===== src/rtl/ones_frame_accumulator.sv =====
// Sums the 2-bit per-group counts from the 3-input one-counter over a frame of
// GROUPS valid groups; publishes the frame total with a done pulse and threshold flag.
module ones_frame_accumulator #(
  parameter int GROUPS = 8,
  parameter int SW     = 5,
  parameter int THRESH = 12
) (
  input  logic          clk,
  input  logic          rst,
  input  logic          start,
  input  logic          abort,
  input  logic          v,
  input  logic          y1,
  input  logic          y0,
  output logic          busy,
  output logic          done,
  output logic [SW-1:0] sum,
  output logic          over
);

  localparam logic [1:0]  IDLE     = 2'd0;
  localparam logic [1:0]  ACC      = 2'd1;
  localparam logic [1:0]  DONE     = 2'd2;
  localparam logic [7:0]  LAST     = 8'(GROUPS - 1);
  localparam logic [31:0] THRESH_U = 32'(THRESH);

  logic [1:0]    state_q, state_d;
  logic [SW-1:0] acc_q, acc_d;
  logic [SW-1:0] sum_q, sum_d;
  logic [7:0]    cnt_q, cnt_d;
  logic          over_q, over_d;
  logic [SW-1:0] total;

  assign total = acc_q + SW'({y1, y0});

  always_comb begin
    state_d = state_q;
    acc_d   = acc_q;
    cnt_d   = cnt_q;
    sum_d   = sum_q;
    over_d  = over_q;
    // abort outranks start and v; the published result is left untouched
    if (abort) begin
      state_d = IDLE;
      acc_d   = '0;
      cnt_d   = '0;
    end else begin
      case (state_q)
        IDLE: begin
          if (start) begin
            state_d = ACC;
            acc_d   = '0;
            cnt_d   = '0;
          end
        end
        ACC: begin
          if (v) begin
            acc_d = total;
            cnt_d = cnt_q + 8'd1;
            if (cnt_q == LAST) begin
              sum_d   = total;
              over_d  = 32'(total) > THRESH_U;
              state_d = DONE;
            end
          end
        end
        DONE: begin
          acc_d   = '0;
          cnt_d   = '0;
          state_d = start ? ACC : IDLE;
        end
        default: state_d = IDLE;
      endcase
    end
  end

  always_ff @(posedge clk) begin
    if (!rst) begin
      state_q <= IDLE;
      acc_q   <= '0;
      cnt_q   <= '0;
      sum_q   <= '0;
      over_q  <= 1'b0;
    end else begin
      state_q <= state_d;
      acc_q   <= acc_d;
      cnt_q   <= cnt_d;
      sum_q   <= sum_d;
      over_q  <= over_d;
    end
  end

  assign busy = (state_q == ACC);
  assign done = (state_q == DONE);
  assign sum  = sum_q;
  assign over = over_q;

endmodule

===== config.mk =====
export PLATFORM = sky130hd
export DESIGN_NAME = ones_frame_accumulator
export DESIGN_NICKNAME = d
export VERILOG_FILES = /design/src/rtl/ones_frame_accumulator.sv
export SDC_FILE = /design/constraint.sdc
export NUM_CORES = 1
export LEC_CHECK = 0
export CAP_MARGIN = 10
export CELL_PAD_IN_SITES_DETAIL_PLACEMENT = 1
export CELL_PAD_IN_SITES_GLOBAL_PLACEMENT = 2
export CORE_UTILIZATION = 32
export CTS_CLUSTER_DIAMETER = 200
export DETAILED_ROUTE_END_ITERATION = 10
export GPL_TIMING_DRIVEN = 0
export PLACE_DENSITY_LB_ADDON = 0.25
export SLEW_MARGIN = 20
export SYNTH_ARGS = -nofsm -noshare
export SYNTH_HDL_FRONTEND = slang
export SYNTH_SLANG_ARGS = --single-unit
export TNS_END_PERCENT = 100

===== constraint.sdc =====
create_clock -name clk -period 1.9 [get_ports clk]
set_input_delay 0.38 -clock clk [delete_from_list [all_inputs] [get_ports clk]]
set_output_delay 0.38 -clock clk [all_outputs]
set_load 0.02 [all_outputs]

==> out/results.ini, run 1 <==
[run_status]
status = finished, final reports clean

[cts]
clkLatencyLatePin_ps = 300
cts_tree = built
clkTransAtPathRegs_ps = 110
clock-sinks = 21
ctsHtreeMaxLevel = 1
cts_buffers = 3
hold_buffers = 0
clock_path_buffers = 2
cts_root_buffer = clkbuf_4

[timing]
skew_ps = 2.02
hold_viol = 0
worst_pin_slew_ps = 568
period_share_pct = 96.4
maxSlewViolCount = 0
final.min_clock_period_ps = 1830
rsz0062_at_grt = false
max-slew-margin-rel_pct = 62.0
max_freq_mhz = 546
setup_violations = 0

[logic_synthesis]
synth_seq_area_share_pct = 41.0
ys.flop_type = dfxtp_1
synth_top_family_by_area = simple AND/OR/NAND/NOR gates
synth-simple-area-share_pct = 23.6
avgSynthCellArea_um2 = 9.32
synthAdderAreaFrac_pct = 5.62
netlist_area_um2 = 1020
synth_mux_area_share_pct = 1.95
synthDistinctLibCells = 35
synth-compound-area-share_pct = 16.8
synthCells = 110
syn_nets = 121
synth-xor-area-share_pct = 6.84
synth-edff-count = 0
ys_seq_elements = 21
synthArstFlopShare_pct = 0
ys_warn_count = 0

[die]
core_area_um2 = 3050
start_util_pct = 33.6
die_y_um = 58.6
dieArea_um2 = 3430
num_rows = 20
ioPinCount = 15
die_w_um = 58.6

[placement]
gp_congestion = 0.683
port_buffers = 14
placedCellCount = 168
place_hpwl_um = 1720

[global_routing]
grt_max_degree = 12
grt_pass1_vias = 814
grt_pass1_wl_um = 3660
overflow = 0
grt_use_total_pct = 14.5
antenna_found_initial = 0

[power]
p_clk_share_pct = 30.0
ir_drop_uv = 346
p_leak_nw = 0.447
total_power_uw = 718
p_int_uw = 550
p_switching_uw = 168
pwr-share-comb_pct = 8.1
p_per_area_nw_per_um2 = 565
pwr-share-seq_pct = 61.9
sw_frac_of_total_pct = 23.4

[final_layout]
nets = 140
drive_gt1_share_pct = 9.38
num_antenna_cells = 0
fill_cells = 381
final_core_util_pct = 41.6
flow.area_growth_from_synthesis_pct = 23.9
final_cells = 172

[worst_setup_path]
crit_fanout = 4
reg2reg_to = over
path_class = in -> reg
endpoint_kind = register
worstPathArrival_ps = 2040
worstReg2RegStart = cnt_q[1]
regToRegSetupSlack_ps = 220
cp-start-kind = input port
worst-r2r-cell-count = 6
cp.required_ps = 2110

[drt]
drtIter0Drc = 16
wl_per_cell_um = 12.8
firstDrtPassIters = 4
vias_per_cell = 4.91
wirelength_um = 2200
vias = 845
ant_nets = 0
post-route-drc-count = 0

[hold_path]
holdPathEnd = sum[3]
hp-start = sum[3]
min_path_cells = 2
worstHoldPathType = reg -> reg

[flow_run]
max-cap-violations = 0

==> critical path: stages <==
cell             delay (ps)
clkdlybuf4s50_1         400
ha_1                    240
fa_2                    400
nand3_1                 140
xor2_2                  170
nand2_1                  90
o221a_1                 220
==> sequential cells by signal, summed over array words and instances, names as in the netlist <==
signal / count
sum: 5
state_q: 2
acc_q: 5
over: 1
cnt_q: 8
==> cell usage in the layout, fill, tap and decap left out, types with 4 or more instances in the layout <==
master,count
nand3_1,4
nor2_1,19
nand2_1,8
dfxtp_1,20
clkdlybuf4s50_1,12
xnor2_1,7
a211oi_1,6
==> cell type report <==
type                            count  area [um2]  share of cell area (%)
Buffer                              4        31.3                    2.46
Clock buffer                        4        26.3                    2.07
Sequential cell                    21         422                    33.2
Tap cell                           44        55.1                    4.33
Timing Repair Buffer               14         138                    10.8
Inverter                            3        11.3                   0.887
Multi-Input combinational cell     82         587                    46.2
==> power by group through the flow <==
| stage | Sequential [mW] | Clock (mW) | Combinational (mW) |
|---|---|---|---|
| final | 0.444 | 0.216 | 0.0581 |
| after global routing | 0.445 | 0.247 | 0.0652 |
| after CTS | 0.444 | 0.234 | 0.0592 |
| after detailed placement | 0.454 | 0 | 0.0595 |
| after global placement | 0.454 | 0 | 0.0587 |
| after floorplan | 0.454 | 0 | 0.0315 |
==> cell families (layout without fill, tap and decap cells) <==
family	after synthesis	count (layout)
AO/OA/AOI/OAI	22	22
flip-flops	21	21
multiplexers	2	2
buffers and inverters	7	25
XOR/XNOR	8	8
adder cells (fa/ha/maj)	4	4
AND/OR/NAND/NOR	46	46
==> per-layer routing <==
layer,GRT usage [%],part of all wire (%)
met5,0,0
met4,7.14,2.0
met3,2.64,2.2
met2,23.8,50
met1,18.2,46
==> synth_stat cells (2+ instances only) <==
| master | instances | share of area (%) |
|---|---|---|
| buf_6 | 2 | 2.2 |
| ha_1 | 3 | 3.7 |
| nand3_1 | 4 | 2.0 |
| nor2b_1 | 2 | 1.2 |
| dfxtp_1 | 21 | 41 |
| nand2_1 | 8 | 2.9 |
| and2_1 | 3 | 1.8 |
| mux2i_1 | 2 | 2.0 |
| inv_1 | 3 | 1.1 |
| xnor2_1 | 7 | 6.0 |
| a211oi_1 | 6 | 4.4 |
| a2bb2oi_1 | 2 | 1.7 |
| nor3_1 | 3 | 1.5 |
| a22oi_1 | 3 | 2.2 |
| a21oi_1 | 3 | 1.5 |
| nor2_1 | 19 | 7.0 |
==> stage by stage <==
step / hold slack [ps] / area, um2 / TNS [ps] / worst slack, ps
2_1_floorplan: 470 / 1020 / 0 / 182
3_3_place_gp: 473 / 1220 / -1310 / -369
3_5_place_dp: 489 / 1220 / -1530 / -366
4_1_cts: 513 / 1250 / 0 / 42.5
5_1_grt: 552 / 1270 / 0 / 11.6
6_report: 504 / 1270 / 0 / 68.5
==> timing repair <==
action	in CTS	in global routing
cloned	0	0
resized for setup	3	4
endpoints found under the setup margin	3	6
pin swaps	0	0
buffers inserted	0	0
==> worst max path at each step <==
| stage | startpoint | end | depth (start not counted) | slack, ps |
|---|---|---|---|---|
| detailed placement | y0 | over | 7 | -370 |
| finish | y0 | over | 7 | 70 |
| global placement | y0 | over | 7 | -370 |
| global route | y0 | over | 7 | 10 |
| CTS | y0 | over | 7 | 40 |
| floorplan | y0 | over | 6 | 180 |
Power figures use the tool's default switching activity.
==> inputs of run 2 (changes only) <==
--- a/config.mk
+++ b/config.mk
@@ -14,5 +14,4 @@
 export GPL_TIMING_DRIVEN = 0
 export PLACE_DENSITY_LB_ADDON = 0.25
-export SLEW_MARGIN = 20
 export SYNTH_ARGS = -nofsm -noshare
 export SYNTH_HDL_FRONTEND = slang
==> constraint.sdc (replaced) <==
create_clock -name clk -period 1.9 [get_ports clk]
set_input_delay 0.475 -clock clk [delete_from_list [all_inputs] [get_ports clk]]
set_output_delay 0.475 -clock clk [all_outputs]
set_load 0.02 [all_outputs]
==> out/results.ini, run 2 (synthesis results as in run 1) <==
[run_status]
status = finished, final reports clean

[final_layout]
regArea_um2 = 423  ; +0.30%
top_register = cnt_q
multi_input_area_um2 = 604  ; +3.0%
final_core_util_pct = 42.7  ; +1.1 points
nets = 142  ; +1.4%
most-common-layout-cells = nor2_1 (19), dfxtp_1 (19), clkdlybuf4s50_1 (12), nand2_1 (8), xnor2_1 (7)
fill_cells = 378  ; -0.79%
num_antenna_cells = 0  ; unchanged
final_cells = 174  ; +1.2%
largest_register_ffs = 8  ; unchanged
drive_gt1_share_pct = 14.6  ; +5.2 points
flow.area_growth_from_synthesis_pct = 27.2

[hold_path]
min_path_cells = 2  ; unchanged
holdPathEnd = sum[3]
hp-start = sum[3]
worstHoldPathType = reg -> reg

[timing]
worst_pin_slew_ps = 568  ; -0.0777 ps
skew_ps = 1.20  ; -0.817 ps
hold_ws_ps = 504  ; +0.103 ps
hold_viol = 0  ; unchanged
final.min_clock_period_ps = 1820  ; -12.1 ps
rsz0062_at_grt = false
finalSetupTns_ps = 0  ; unchanged
max-slew-margin-rel_pct = 62.0  ; about the same
period_share_pct = 95.8  ; -0.64 points
maxSlewViolCount = 0  ; unchanged
setup_violations = 0  ; unchanged
max_freq_mhz = 550  ; +0.67%

[die]
num_rows = 20  ; unchanged
die_y_um = 58.6  ; unchanged
start_util_pct = 33.6  ; unchanged
dieArea_um2 = 3430  ; unchanged
die_w_um = 58.6  ; unchanged
core_area_um2 = 3050  ; unchanged
ioPinCount = 15  ; unchanged

[drt]
post-route-drc-count = 0  ; unchanged
firstDrtPassIters = 4  ; unchanged
vias_per_cell = 4.87  ; -0.92%
wirelength_um = 2260  ; +2.7%
wl_per_cell_um = 13.0  ; +1.5%
ant_nets = 0  ; unchanged
drtIter0Drc = 27  ; +11
vias = 847  ; +0.24%

[global_routing]
grt_pass1_vias = 819  ; +0.61%
grt_busiest_layer = met2
grt_max_degree = 12  ; unchanged
grtUsageMet2_pct = 25.3  ; +1.5 points
overflow = 0  ; unchanged
grt_use_total_pct = 14.9  ; +0.48 points
grtUsageMet3_pct = 2.64  ; unchanged
grt_pass1_wl_um = 3770  ; +2.8%
grt_util_met1_pct = 18.4  ; +0.19 points
antenna_found_initial = 0  ; unchanged

[worst_setup_path]
worstPathArrival_ps = 2030  ; about the same
reg2reg_to = over
path_class = in -> reg
cp_top_family = adder cells
worst-r2r-cell-count = 6  ; unchanged
cp-start-kind = input port
crit_chain = clkdlybuf4s50_1, ha_2, fa_2, nand3_2, xor2_2, nand2_1, o221a_1
worstReg2RegStart = cnt_q[1]
crit_fanout = 3  ; -1
endpoint_kind = register
regToRegSetupSlack_ps = 210  ; about the same
cp.required_ps = 2110  ; about the same
startpoint = y0
crit_slowest_cell = clkdlybuf4s50_1
cpPeakStageDelay_ps = 400  ; about the same
path_buf_inv = 1  ; unchanged

[placement]
gp_congestion = 0.683  ; unchanged
port_buffers = 14  ; unchanged
placedCellCount = 168  ; unchanged
place_hpwl_um = 1720  ; unchanged

[power]
ir_drop_uv = 348  ; +0.52%
total_power_uw = 721  ; +0.42%
p_per_area_nw_per_um2 = 553  ; -2.2%
p_leak_nw = 0.458  ; +2.5%

[cts]
cts_buffers = 3  ; unchanged
cts_tree = built
ctsHtreeMaxLevel = 1  ; unchanged
clkTransAtPathRegs_ps = 110  ; about the same
hold_buffers = 0  ; unchanged
clock-sinks = 21  ; unchanged
cts_root_buffer = clkbuf_4
clkLatencyLatePin_ps = 300  ; about the same
clock_path_buffers = 2  ; unchanged

[flow_run]
max-cap-violations = 0  ; unchanged

run 2: repair_timing:
item	in CTS	in global routing
pin swaps	3	2
endpoints found under the setup margin	5	7
setup buffers	2	0
gates resized for setup	6	6
cloned	0	0
run 2: worst max path at each step:
| stage | to | slack (ps) | cells past startpoint |
|---|---|---|---|
| 3_5_place_dp | over | -460 | 7 |
| 6_report | over | 80 | 7 |
| 4_1_cts | busy | 10 | 2 |
| 5_1_grt | over | 20 | 7 |
| 2_1_floorplan | over | 90 | 6 |
| 3_3_place_gp | over | -460 | 7 |
run 2: layout make-up:
class                      instances  area share [%]
buffer                             4            2.40
timing repair buffer              16            11.7
multi-input combinational         82            46.4
tap                               44            4.22
sequential                        21            32.4
clock buffer                       4            2.02
inverter                           3           0.864
run 2: worst min-delay path, delay by kind of cell, from the launching register on:
kind | cells | cell delay [ps]
AOI/OAI and AO/OA | 1 | 50
DFF | 1 | 330
and+or+nand+nor | 1 | 90
run 2: power by group:
part	switching, mW	internal (mW)
Combinational	0.0318	0.0272
Clock	0.136	0.0819
Sequential	0.00232	0.442
Total	0.170	0.551
run 2: per-stage QoR:
step / setup slack (ps) / area (um2)
finish: 80.7 / 1300
global route: 19.2 / 1300
CTS: 14.4 / 1280
detailed placement: -461 / 1220
global placement: -464 / 1220
floorplan: 87.5 / 1020
run 2: per-layer routing:
| layer | wire length (um) | vias to the layer above |
|---|---|---|
| met5 | 0 | - |
| met4 | 44 | 0 |
| met1 | 1040 | 407 |
| li1 | - | 426 |
| met2 | 1140 | 9 |
| met3 | 43 | 5 |
==> inputs of run 3 (changes only) <==
Settings changed: CORE_MARGIN set to 4, HOLD_SLACK_MARGIN set to 0.1.
==> out/results.ini, run 3 (synthesis results as in run 1) <==
[hold_path]
hp-start = sum[3]
min_path_cells = 2  ; unchanged
holdPathEnd = sum[3]
worstHoldPathType = reg -> reg

[flow_run]
max-cap-violations = 0  ; unchanged

[final_layout]
num_antenna_cells = 0  ; unchanged
most-common-layout-cells = nor2_1 (19), dfxtp_1 (19), clkdlybuf4s50_1 (12), nand2_1 (8)
largest_register_ffs = 8  ; unchanged
nets = 143  ; +0.70%
flow.area_growth_from_synthesis_pct = 29.4
top_register = cnt_q
drive_gt1_share_pct = 16.8  ; +2.2 points

[power]
sw_frac_of_total_pct = 23.5  ; -0.058 points
p_per_area_nw_per_um2 = 543  ; -1.7%
p_clk_share_pct = 30.1  ; about the same
p_int_uw = 552  ; about the same
p_switching_uw = 169  ; -0.25%
p_leak_nw = 0.465  ; +1.5%
pwr-share-comb_pct = 8.3  ; about the same
ir_drop_uv = 270  ; -22%
pwr-share-seq_pct = 61.6  ; about the same

[drt]
wirelength_um = 2280  ; +0.53%
vias = 848  ; +0.12%
ant_nets = 0  ; unchanged
wl_per_cell_um = 13.0  ; about the same
drtIter0Drc = 31  ; +15%
vias_per_cell = 4.85  ; -0.45%
post-route-drc-count = 0  ; unchanged
firstDrtPassIters = 3  ; -1

[timing]
hold_viol = 0  ; unchanged
skew_ps = 2.26  ; +1.06 ps
period_share_pct = 97.3  ; +1.5 points
max-slew-margin-rel_pct = 64.2  ; +2.2 points
worst_pin_slew_ps = 536  ; -32.4 ps
final.min_clock_period_ps = 1850  ; +29.1 ps
finalSetupTns_ps = 0  ; unchanged
hold_ws_ps = 512  ; +8.47 ps
maxSlewViolCount = 0  ; unchanged
setup_violations = 0  ; unchanged
max_freq_mhz = 541  ; -1.6%

[worst_setup_path]
cpPeakStageDelay_ps = 420  ; +20 ps
crit_slowest_cell = clkdlybuf4s50_1
worstReg2RegStart = cnt_q[1]
endpoint_kind = register
path_buf_inv = 2  ; +1
worst-r2r-cell-count = 6  ; unchanged
reg2reg_to = over
crit_fanout = 3  ; unchanged
cp_top_family = buffers and inverters
cp.required_ps = 2150  ; +40 ps
worstPathArrival_ps = 2100  ; +70 ps
cp-start-kind = input port
crit_chain = clkdlybuf4s50_1, ha_2, fa_2, buf_4, xnor2_4, nor3_2, o221a_1
regToRegSetupSlack_ps = 150  ; -60 ps
path_class = in -> reg

[die]
core_area_um2 = 3050  ; unchanged
dieArea_um2 = 4170  ; +22%
ioPinCount = 15  ; unchanged
start_util_pct = 33.6  ; unchanged
die_w_um = 64.6  ; +10%
num_rows = 20  ; unchanged
die_y_um = 64.6  ; +10%

[cts]
cts_tree = built
clock-sinks = 21  ; unchanged
ctsHtreeMaxLevel = 1  ; unchanged
clkLatencyLatePin_ps = 300  ; about the same
clock_path_buffers = 2  ; unchanged
clkTransAtPathRegs_ps = 110  ; about the same
cts_root_buffer = clkbuf_4
cts_buffers = 3  ; unchanged
hold_buffers = 0  ; unchanged

[placement]
port_buffers = 14  ; unchanged
gp_congestion = 0.753  ; +10%
place_hpwl_um = 1730  ; +0.52%

[global_routing]
antenna_found_initial = 0  ; unchanged
grt_use_total_pct = 12.2  ; -2.7 points
grt_max_degree = 12  ; unchanged
overflow = 0  ; unchanged
grt_pass1_vias = 877  ; +7.1%
grt_pass1_wl_um = 4000  ; +6.1%

[run_status]
status = finished, final reports clean

==> run 3: final cells by class <==
| type | count | area (um2) |
|---|---|---|
| clock buffers | 4 | 26.3 |
| fillers | 375 | 1730 |
| well taps | 44 | 55.1 |
| plain buffers | 4 | 31.3 |
| inverters | 3 | 11.3 |
| repair buffers | 17 | 160 |
| flip-flops and latches | 21 | 423 |
| multi-input cells | 82 | 619 |
==> run 3: stage by stage <==
| stage | utilization [%] | total power [mW] | setup slack (ps) | cells | instance area, um2 |
|---|---|---|---|---|---|
| floorplan | - | 0.485 | 87.5 | 110 | 1020 |
| global placement | 40.0 | 0.512 | -470 | 168 | 1220 |
| detailed placement | 40.0 | 0.513 | -472 | 168 | 1220 |
| CTS | 42.5 | 0.734 | 5.87 | 175 | 1300 |
| global route | 43.4 | 0.769 | -2.35 | 175 | 1330 |
| finish | 43.4 | 0.721 | 51.6 | 175 | 1330 |
==> run 3: worst max path at each step <==
stage               startpoint    to  slack [ps]  cells past startpoint
finish                      y0  over          50                      7
global route                y0  over          -2                      7
CTS                   cnt_q[0]  over           6                      6
detailed placement          y0  over        -470                      7
global placement            y0  over        -470                      7
floorplan                   y0  over          90                      6
==> run 3: metal layers <==
layer | up-vias | global-route usage, % | wire length, um
met1 | 408 | 14.3 | 1050
met4 | 0 | 3.17 | 19
met3 | 2 | 3.81 | 63
li1 | 428 | - | -
met5 | - | 0 | 0
met2 | 10 | 21.5 | 1150
==> run 3: power groups by stage <==
stage | clock, mW | combinational (mW) | sequential, mW
finish | 0.217 | 0.0597 | 0.444
global route | 0.258 | 0.0663 | 0.445
CTS | 0.230 | 0.0599 | 0.444
detailed placement | 0 | 0.0590 | 0.454
global placement | 0 | 0.0583 | 0.454
floorplan | 0 | 0.0315 | 0.454
==> run 3: tightest hold or removal path: stages (launching register included) <==
cell and delay, ps:
dfxtp_1 330, nor2_1 100, a211oi_1 50
==> run 3: what timing repair did <==
| item | 4_1_cts | 5_1_grt |
|---|---|---|
| gates cloned | 0 | 0 |
| setup endpoints to repair | 5 | 6 |
| gates resized for setup | 8 | 6 |
| buffers inserted | 3 | 0 |
| pin swaps | 3 | 1 |
